--- config.mk ---
export PLATFORM = sky130hd
export DESIGN_NAME = onehot_rr_arbiter
export DESIGN_NICKNAME = d
export VERILOG_FILES = /design/src/rtl/onehot_rr_arbiter.sv
export SDC_FILE = /design/constraint.sdc
export NUM_CORES = 1
export LEC_CHECK = 0
export CAP_MARGIN = 30
export CORE_UTILIZATION = 40
export CTS_CLUSTER_DIAMETER = 30
export DETAILED_ROUTE_END_ITERATION = 10
export GPL_TIMING_DRIVEN = 0
export HOLD_SLACK_MARGIN = 0.1
export PLACE_DENSITY = 0.82
export SETUP_SLACK_MARGIN = 0.4
export SKIP_CTS_REPAIR_TIMING = 1
export SYNTH_ARGS = -nofsm -noshare
export SYNTH_HDL_FRONTEND = slang
export SYNTH_SLANG_ARGS = --single-unit
--- constraint.sdc ---
create_clock -name clk -period 2 [get_ports clk]
set_input_delay 0.4 -clock clk [delete_from_list [all_inputs] [get_ports clk]]
set_output_delay 0.4 -clock clk [all_outputs]
set_load 0.02 [all_outputs]
--- src/rtl/onehot_rr_arbiter.sv ---
// Round-robin arbiter with registered one-hot grant (drives onehot_mux sel); 1-cycle request-to-grant latency.
// Backpressure: grant/ptr frozen while out_valid & !out_ready; optional packet lock holds grant until last beat.
module onehot_rr_arbiter #(
  parameter int N           = 4,
  parameter bit LOCK_PACKET = 1'b1,
  parameter int IW          = $clog2(N)
) (
  input  logic          clk,
  input  logic          rst,
  input  logic [N-1:0]  req,
  input  logic [N-1:0]  req_last,
  output logic [N-1:0]  req_ready,
  output logic [N-1:0]  grant,
  output logic [IW-1:0] grant_idx,
  output logic          out_valid,
  output logic          out_last,
  input  logic          out_ready
);

  localparam logic [0:0] IDLE = 1'b0;
  localparam logic [0:0] BUSY = 1'b1;

  logic [0:0]    state, state_nxt;
  logic [IW-1:0] ptr, ptr_nxt, ptr_adv;
  logic [N-1:0]  grant_nxt;
  logic [IW-1:0] idx_nxt;
  logic [IW-1:0] win;
  logic          end_beat;

  // First requester at or after p, wrapping; scanned high-to-low so the lowest offset wins.
  function automatic logic [IW-1:0] pick(input logic [N-1:0] r, input logic [IW-1:0] p);
    logic [IW-1:0] w;
    int            idx;
    w = '0;
    for (int i = N - 1; i >= 0; i--) begin
      idx = (int'(p) + i) % N;
      if (r[idx]) w = IW'(idx);
    end
    return w;
  endfunction

  assign req_ready = grant & {N{out_ready}};
  assign out_valid = |(req & grant);
  assign out_last  = LOCK_PACKET ? |(req_last & grant) : out_valid;
  assign end_beat  = out_valid & out_ready & (LOCK_PACKET ? out_last : 1'b1);
  assign ptr_adv   = (grant_idx == IW'(N - 1)) ? '0 : grant_idx + 1'b1;
  assign win       = pick(req, (state == BUSY) ? ptr_adv : ptr);

  always_comb begin
    state_nxt = state;
    ptr_nxt   = ptr;
    grant_nxt = grant;
    idx_nxt   = grant_idx;
    if (state == IDLE) begin
      if (|req) begin
        state_nxt = BUSY;
        grant_nxt = N'(1) << win;
        idx_nxt   = win;
      end
    end else if (end_beat) begin
      ptr_nxt = ptr_adv;
      if (|req) begin
        grant_nxt = N'(1) << win;
        idx_nxt   = win;
      end else begin
        state_nxt = IDLE;
        grant_nxt = '0;
        idx_nxt   = '0;
      end
    end
  end

  always_ff @(posedge clk) begin
    if (rst) begin
      state     <= IDLE;
      ptr       <= '0;
      grant     <= '0;
      grant_idx <= '0;
    end else begin
      state     <= state_nxt;
      ptr       <= ptr_nxt;
      grant     <= grant_nxt;
      grant_idx <= idx_nxt;
    end
  end

  grant_onehot_a: assert property (@(posedge clk) disable iff (rst) $onehot0(grant));

endmodule

# ---- After elaboration in Yosys (flattened, before gate mapping)
# Index checks and enable logic that the tools add are counted.
dict set report word_totals {
  register_bits 9
  inputBits 11
}
dict set report op_classes {
  n_addsub 4
  n_mux 28
  reduce_logical 9
  n_eq_ne 2
  n_shift 1
  order_cmp 4
  bitwise_logic 8
}
# op count
set op_table {}
lappend op_table {{2-bit two-way mux} 10}
lappend op_table {{4-bit two-way mux} 4}
lappend op_table {{4-bit bitwise AND} 3}
lappend op_table {{3-bit by 4-bit less-than comparator with 1-bit output (second input constant)} 3}
lappend op_table {{4-bit OR reduction} 3}
lappend op_table {{1-bit two-way mux} 10}
lappend op_table {{1-bit binary-select mux with 2-bit select} 4}
lappend op_table {{2-bit OR reduction} 3}
lappend op_table {{2-bit by 1-bit adder with 2-bit output (second input constant)} 2}
lappend op_table {{2-bit adder (second input constant)} 2}
lappend op_table {{2-bit AND reduction} 2}
lappend op_table {{1-bit by 2-bit left shift with 4-bit output (first input constant)} 1}
lappend op_table {{1-bit bitwise AND (first input constant)} 3}
lappend op_table {{2-bit by 3-bit less-than comparator with 1-bit output (second input constant)} 1}
lappend op_table {{1-bit bitwise AND} 2}
lappend op_table {{2-bit == test (second input constant)} 1}
lappend op_table {{2-bit by 1-bit != test with 1-bit output (second input constant)} 1}
lappend op_table {{2-bit nonzero test} 1}

# ---- Depth between registers and ports, before layout
dict set report logic_depth {
  depth_word 17
  depth_mapped 6
  mapped_depth_nobuf 6
}

# ---- Least setup slack after synthesis
# OpenSTA, ideal clock, no wires.
dict set report synth_timing {
  path_kind {register to register}
  start {register grant_idx[0]}
  end {register grant_idx[0]}
  stages_incl_launch_ff 7
  path_slack_ns 0.134
  arrival_time_ns 1.795
  setup_ns 0.070
  required_ns 1.930
  path_cell_list {dfxtp_1 ha_1 mux2i_1 mux2i_1 o2111ai_2 or2_1 a21oi_1}
}
dict set report synth_via {
  elab_chain_cells 14
}
# item line
set synth_lines {}
lappend synth_lines {{from (decl)} 14} ;# output logic [IW-1:0] grant_idx,
lappend synth_lines {{from (signal assigned)} 83} ;# grant_idx <= idx_nxt;
lappend synth_lines {{2-bit by 1-bit adder with 2-bit output or 2-bit == test (tied branches)} 46} ;# assign ptr_adv = (grant_idx == IW'(N - 1)) ? '0 : grant_idx + 1'b1;
lappend synth_lines {{2-bit two-way mux (*)} 46}
lappend synth_lines {{via ptr_adv[1]} 24} ;# logic [IW-1:0] ptr, ptr_nxt, ptr_adv;
lappend synth_lines {{2-bit two-way mux (*)} 47} ;# assign win = pick(req, (state == BUSY) ? ptr_adv : ptr);
lappend synth_lines {{2-bit adder} 36} ;# idx = (int'(p) + i) % N;
lappend synth_lines {{1-bit binary-select mux with 2-bit select} 37} ;# if (r[idx]) w = IW'(idx);
lappend synth_lines {{1-bit two-way mux (implied by the code) (2 in series)} 37}
lappend synth_lines {{2-bit two-way mux (3 in series)} 37}
lappend synth_lines {{2-bit two-way mux (*)} 37}
lappend synth_lines {{2-bit two-way mux} 62} ;# if (|req) begin
lappend synth_lines {{2-bit two-way mux} 60} ;# end else if (end_beat) begin
lappend synth_lines {{2-bit two-way mux (*)} 54} ;# if (state == IDLE) begin
# Mark *: on every way through the listed nets, which the timed path passes. The rest lies on a longest branch. The select of a mux whose other input is x is not followed.
# A chain may end at the register's enable or synchronous reset.

# ---- Worst setup path after layout
dict set report layout_timing {
  start {register grant_idx[0]}
  end {register grant[0]}
}
dict set report layout_via {
  elab_chain_cells 15
}
# item line
set layout_lines {}
lappend layout_lines {{2-bit by 1-bit adder with 2-bit output or 2-bit == test (tied branches)} 46}
lappend layout_lines {{2-bit two-way mux (*)} 46}
lappend layout_lines {{via ptr_adv[1]} 24}
lappend layout_lines {{2-bit two-way mux (*)} 47}
lappend layout_lines {{2-bit adder} 36}
lappend layout_lines {{1-bit binary-select mux with 2-bit select} 37}
lappend layout_lines {{1-bit two-way mux (implied by the code) (2 in series)} 37}
lappend layout_lines {{2-bit two-way mux (3 in series)} 37}
lappend layout_lines {{2-bit two-way mux (*)} 37}
lappend layout_lines {{1-bit by 2-bit left shift with 4-bit output (*)} {57, 63}}
lappend layout_lines {{4-bit two-way mux} 62}
lappend layout_lines {{4-bit two-way mux} 60}
lappend layout_lines {{4-bit two-way mux (*)} 54}
lappend layout_lines {{to (signal assigned)} 82} ;# grant <= grant_nxt;
lappend layout_lines {{to (decl)} 13} ;# output logic [N-1:0] grant,
# Marks and branches as above.

==> results.py <==
metrics = {
    "layout": {
        "diodes": 0,
        "drive_gt1_share_pct": 28.7,
        "nNetsFinal": 107,
        "final_area_um2": 991,
        "syn_to_final_growth_pct": 78.4,
        "most-common-layout-cells": "dlymetal6s2s_1 (19), nand2_1 (6), a22oi_2 (5), dfxtp_1 (5)",
        "final_common_cell": "dlymetal6s2s_1",
        "nFillCells": 93,
        "layoutNonFillerInstCount": 109,
    },
    "global_route": {
        "overflow": 0,
        "antenna_found_initial": 0,
        "grt_pass1_vias": 519,
        "grt_pass1_wl_mm": 2.21,
        "grt_max_degree": 11,
        "track_usage_pct": 21.3,
    },
    "critical_path": {
        "crit_path_top_delay_cell": "dfxtp_4",
        "arrival_ns": 1.97,
        "crit_chain": "ha_4 > mux2i_4 > buf_4 > a21oi_1 > nand2_1 > or2_1 > a32o_1",
        "worstSetupEndpointType": "register",
        "reg2reg_slack_ns": 0.19,
        "cp-start-kind": "register",
        "worstReg2RegStart": "grant_idx[0]$_SDFFE_PP0P_",
        "rr_worst_depth": 7,
        "crit_buf_inv": 1,
        "required_ns": 2.16,
        "regToRegEndpoint": "grant[0]$_SDFFE_PP0P_",
        "cp_num_cells": 7,
        "cp-startpoint": "grant_idx[0]$_SDFFE_PP0P_",
        "slowest_delay_ns": 0.36,
        "cp-endpoint": "grant[0]$_SDFFE_PP0P_",
        "cp_top_family": "compound AO/OA/AOI/OAI gates",
        "critPathKind": "reg2reg",
        "cp_max_fo": 5,
    },
    "logic_synthesis": {
        "synth_warnings": 0,
        "ys_top_cells_by_area": "dfxtp_1 (32%), a22oi_1 (6.8%), mux2i_1 (5.4%)",
        "synth_top_area_share_pct": 32.4,
        "ys_types": 25,
        "async_flop_share_pct": 0,
        "syn_area_um2": 556,
        "syn-instance-count": 64,
        "synth_edf_count": 0,
        "ys_ff_latch": 9,
        "synth_area_leader_cell": "dfxtp_1",
        "ys_seq_area_share_pct": 32.4,
        "syn-num-nets": 76,
        "syn_area_per_cell_um2": 8.68,
        "synthFlopType": "dfxtp_1",
    },
    "clock_tree": {
        "cts-htree-levels": 1,
        "cts-root-buf": "clkbuf_4",
        "cts_tree": "built",
        "worstSkewPairLatency_ns": 0.27,
        "clock-sinks": 9,
        "cts_buffers": 3,
        "clkTransAtPathRegs_ns": 0.07,
        "clockBufferDepth": 2,
    },
    "sta": {
        "drv_slew": 0,
        "fmax_ghz": 0.552,
        "setup_tns_ns": 0,
        "final_hold_viol_count": 0,
        "relSlewSlack_pct": 71.4,
        "setup-violations-final": 0,
        "period_needed_ns": 1.81,
        "setup_slack_ns": 0.187,
        "fin_crit_sh_pct": 90.7,
        "tightest_slew_ns": 0.430,
        "rsz0062_at_grt": "true",
        "skew_ns": 0.00575,
    },
    "outcome": {
        "status": "completed",
    },
    "placement": {
        "placed_area_um2": 825,
        "globalplace.congestion": 0.700,
        "placement.setup.worst_slack_ns": -0.236,
        "post-place-cells": 101,
        "numPortBuffers": 22,
        "dp_hpwl_mm": 1.13,
    },
    "routing": {
        "wirelength_met1_um": 836,
        "drtPass1Iterations": 4,
        "dr_wl_met3_um": 33,
        "met2WireLength_um": 936,
        "wl_per_cell_um": 16.7,
        "ant_nets": 0,
        "drtIter0Drc": 6,
        "drc": 0,
        "vias": 621,
        "viasPerCell": 5.70,
        "top_layer_used": "met4",
        "wl_mm": 1.83,
    },
    "floorplanning": {
        "initial_core_util_pct": 42.7,
        "io_pins": 23,
        "dieHeight_um": 39.3,
        "rows": 13,
        "fp.coreArea_um2": 1300,
        "die_area_um2": 1540,
        "chipWidth_um": 39.3,
    },
    "power_and_ir_drop": {
        "p_leak_uw": 0.000603,
        "p_per_area_nw_per_um2": 539,
        "irDropWorstVdd_uv": 386,
    },
    "hold_path": {
        "worstHoldStart": "ptr[0]$_SDFFE_PP0P_",
        "hold_class": "reg2reg",
    },
    "job": {
        "drv_cap": 0,
    },
}
## synth_stat cells, drive strengths merged (2+ instances only)
master   count
a21oi        4
a22oi        5
a2bb2oi      2
a32o         2
and2         4
dfxtp        9
mux2i        3
nand2        6
nand2b       2
nand3b       2
nor2         5
nor2b        4
o41ai        2
or2          2
or3          2
## how the worst min path moves through the flow
stage / to / slack, ns / cells after the start
5_1_grt: ptr[0]$_SDFFE_PP0P_ / 0.50 / 2
3_3_place_gp: ptr[0]$_SDFFE_PP0P_ / 0.44 / 2
4_1_cts: ptr[0]$_SDFFE_PP0P_ / 0.46 / 2
2_1_floorplan: ptr[0]$_SDFFE_PP0P_ / 0.43 / 2
3_5_place_dp: ptr[0]$_SDFFE_PP0P_ / 0.46 / 2
6_report: ptr[0]$_SDFFE_PP0P_ / 0.46 / 2
## final cells by class
class,instances,area (um^2),share of cell area (%)
Buffer,2,15.0,1.52
Tap cell,15,18.8,1.89
Timing Repair Buffer,26,294,29.7
Sequential cell,9,190,19.2
Multi-Input combinational cell,53,447,45.1
Clock buffer,4,26.3,2.65
## power breakdown
part           total [uW]  switching [uW]  leakage, uW  internal [uW]
Clock                 146            69.0    0.0000150           77.1
Sequential            208            18.0    0.0000754            190
Combinational         180            88.1     0.000513           92.0
Total                 534             175     0.000603            359
## routing by layer
layer | GRT usage (%) | vias to the layer above
met3 | 1.70 | 4
li1 | - | 300
met5 | 0 | -
met1 | 28.6 | 302
met4 | 10.3 | 0
met2 | 34.2 | 15
## cell families after synthesis
group,share of synthesized area [%]
flip-flops,32.4
AND/OR/NAND/NOR,34.9
multiplexers,5.41
buffers and inverters,2.03
adder cells (fa/ha/maj),2.25
AO/OA/AOI/OAI,23.0
## sequential cells by signal, summed over array words and instances (netlist names)
name       flops
grant_idx      2
state          1
grant          4
ptr            2
## metrics by stage
step | hold WS (ns) | util (%) | power, uW
after CTS | 0.465 | 65.4 | 512
after global routing | 0.500 | 76.2 | 549
after floorplan | 0.433 | - | 293
after detailed placement | 0.456 | 63.4 | 368
final | 0.464 | 76.2 | 534
after global placement | 0.444 | 63.4 | 364
## worst register-to-register path: stages, from the launching register on
cell and delay, ns:
dfxtp_4 0.36, ha_4 0.28, mux2i_4 0.08, buf_4 0.16, a21oi_1 0.20, nand2_1 0.13
or2_1 0.26, a32o_1 0.26
No activity file was read; power rests on OpenSTA's default activity.
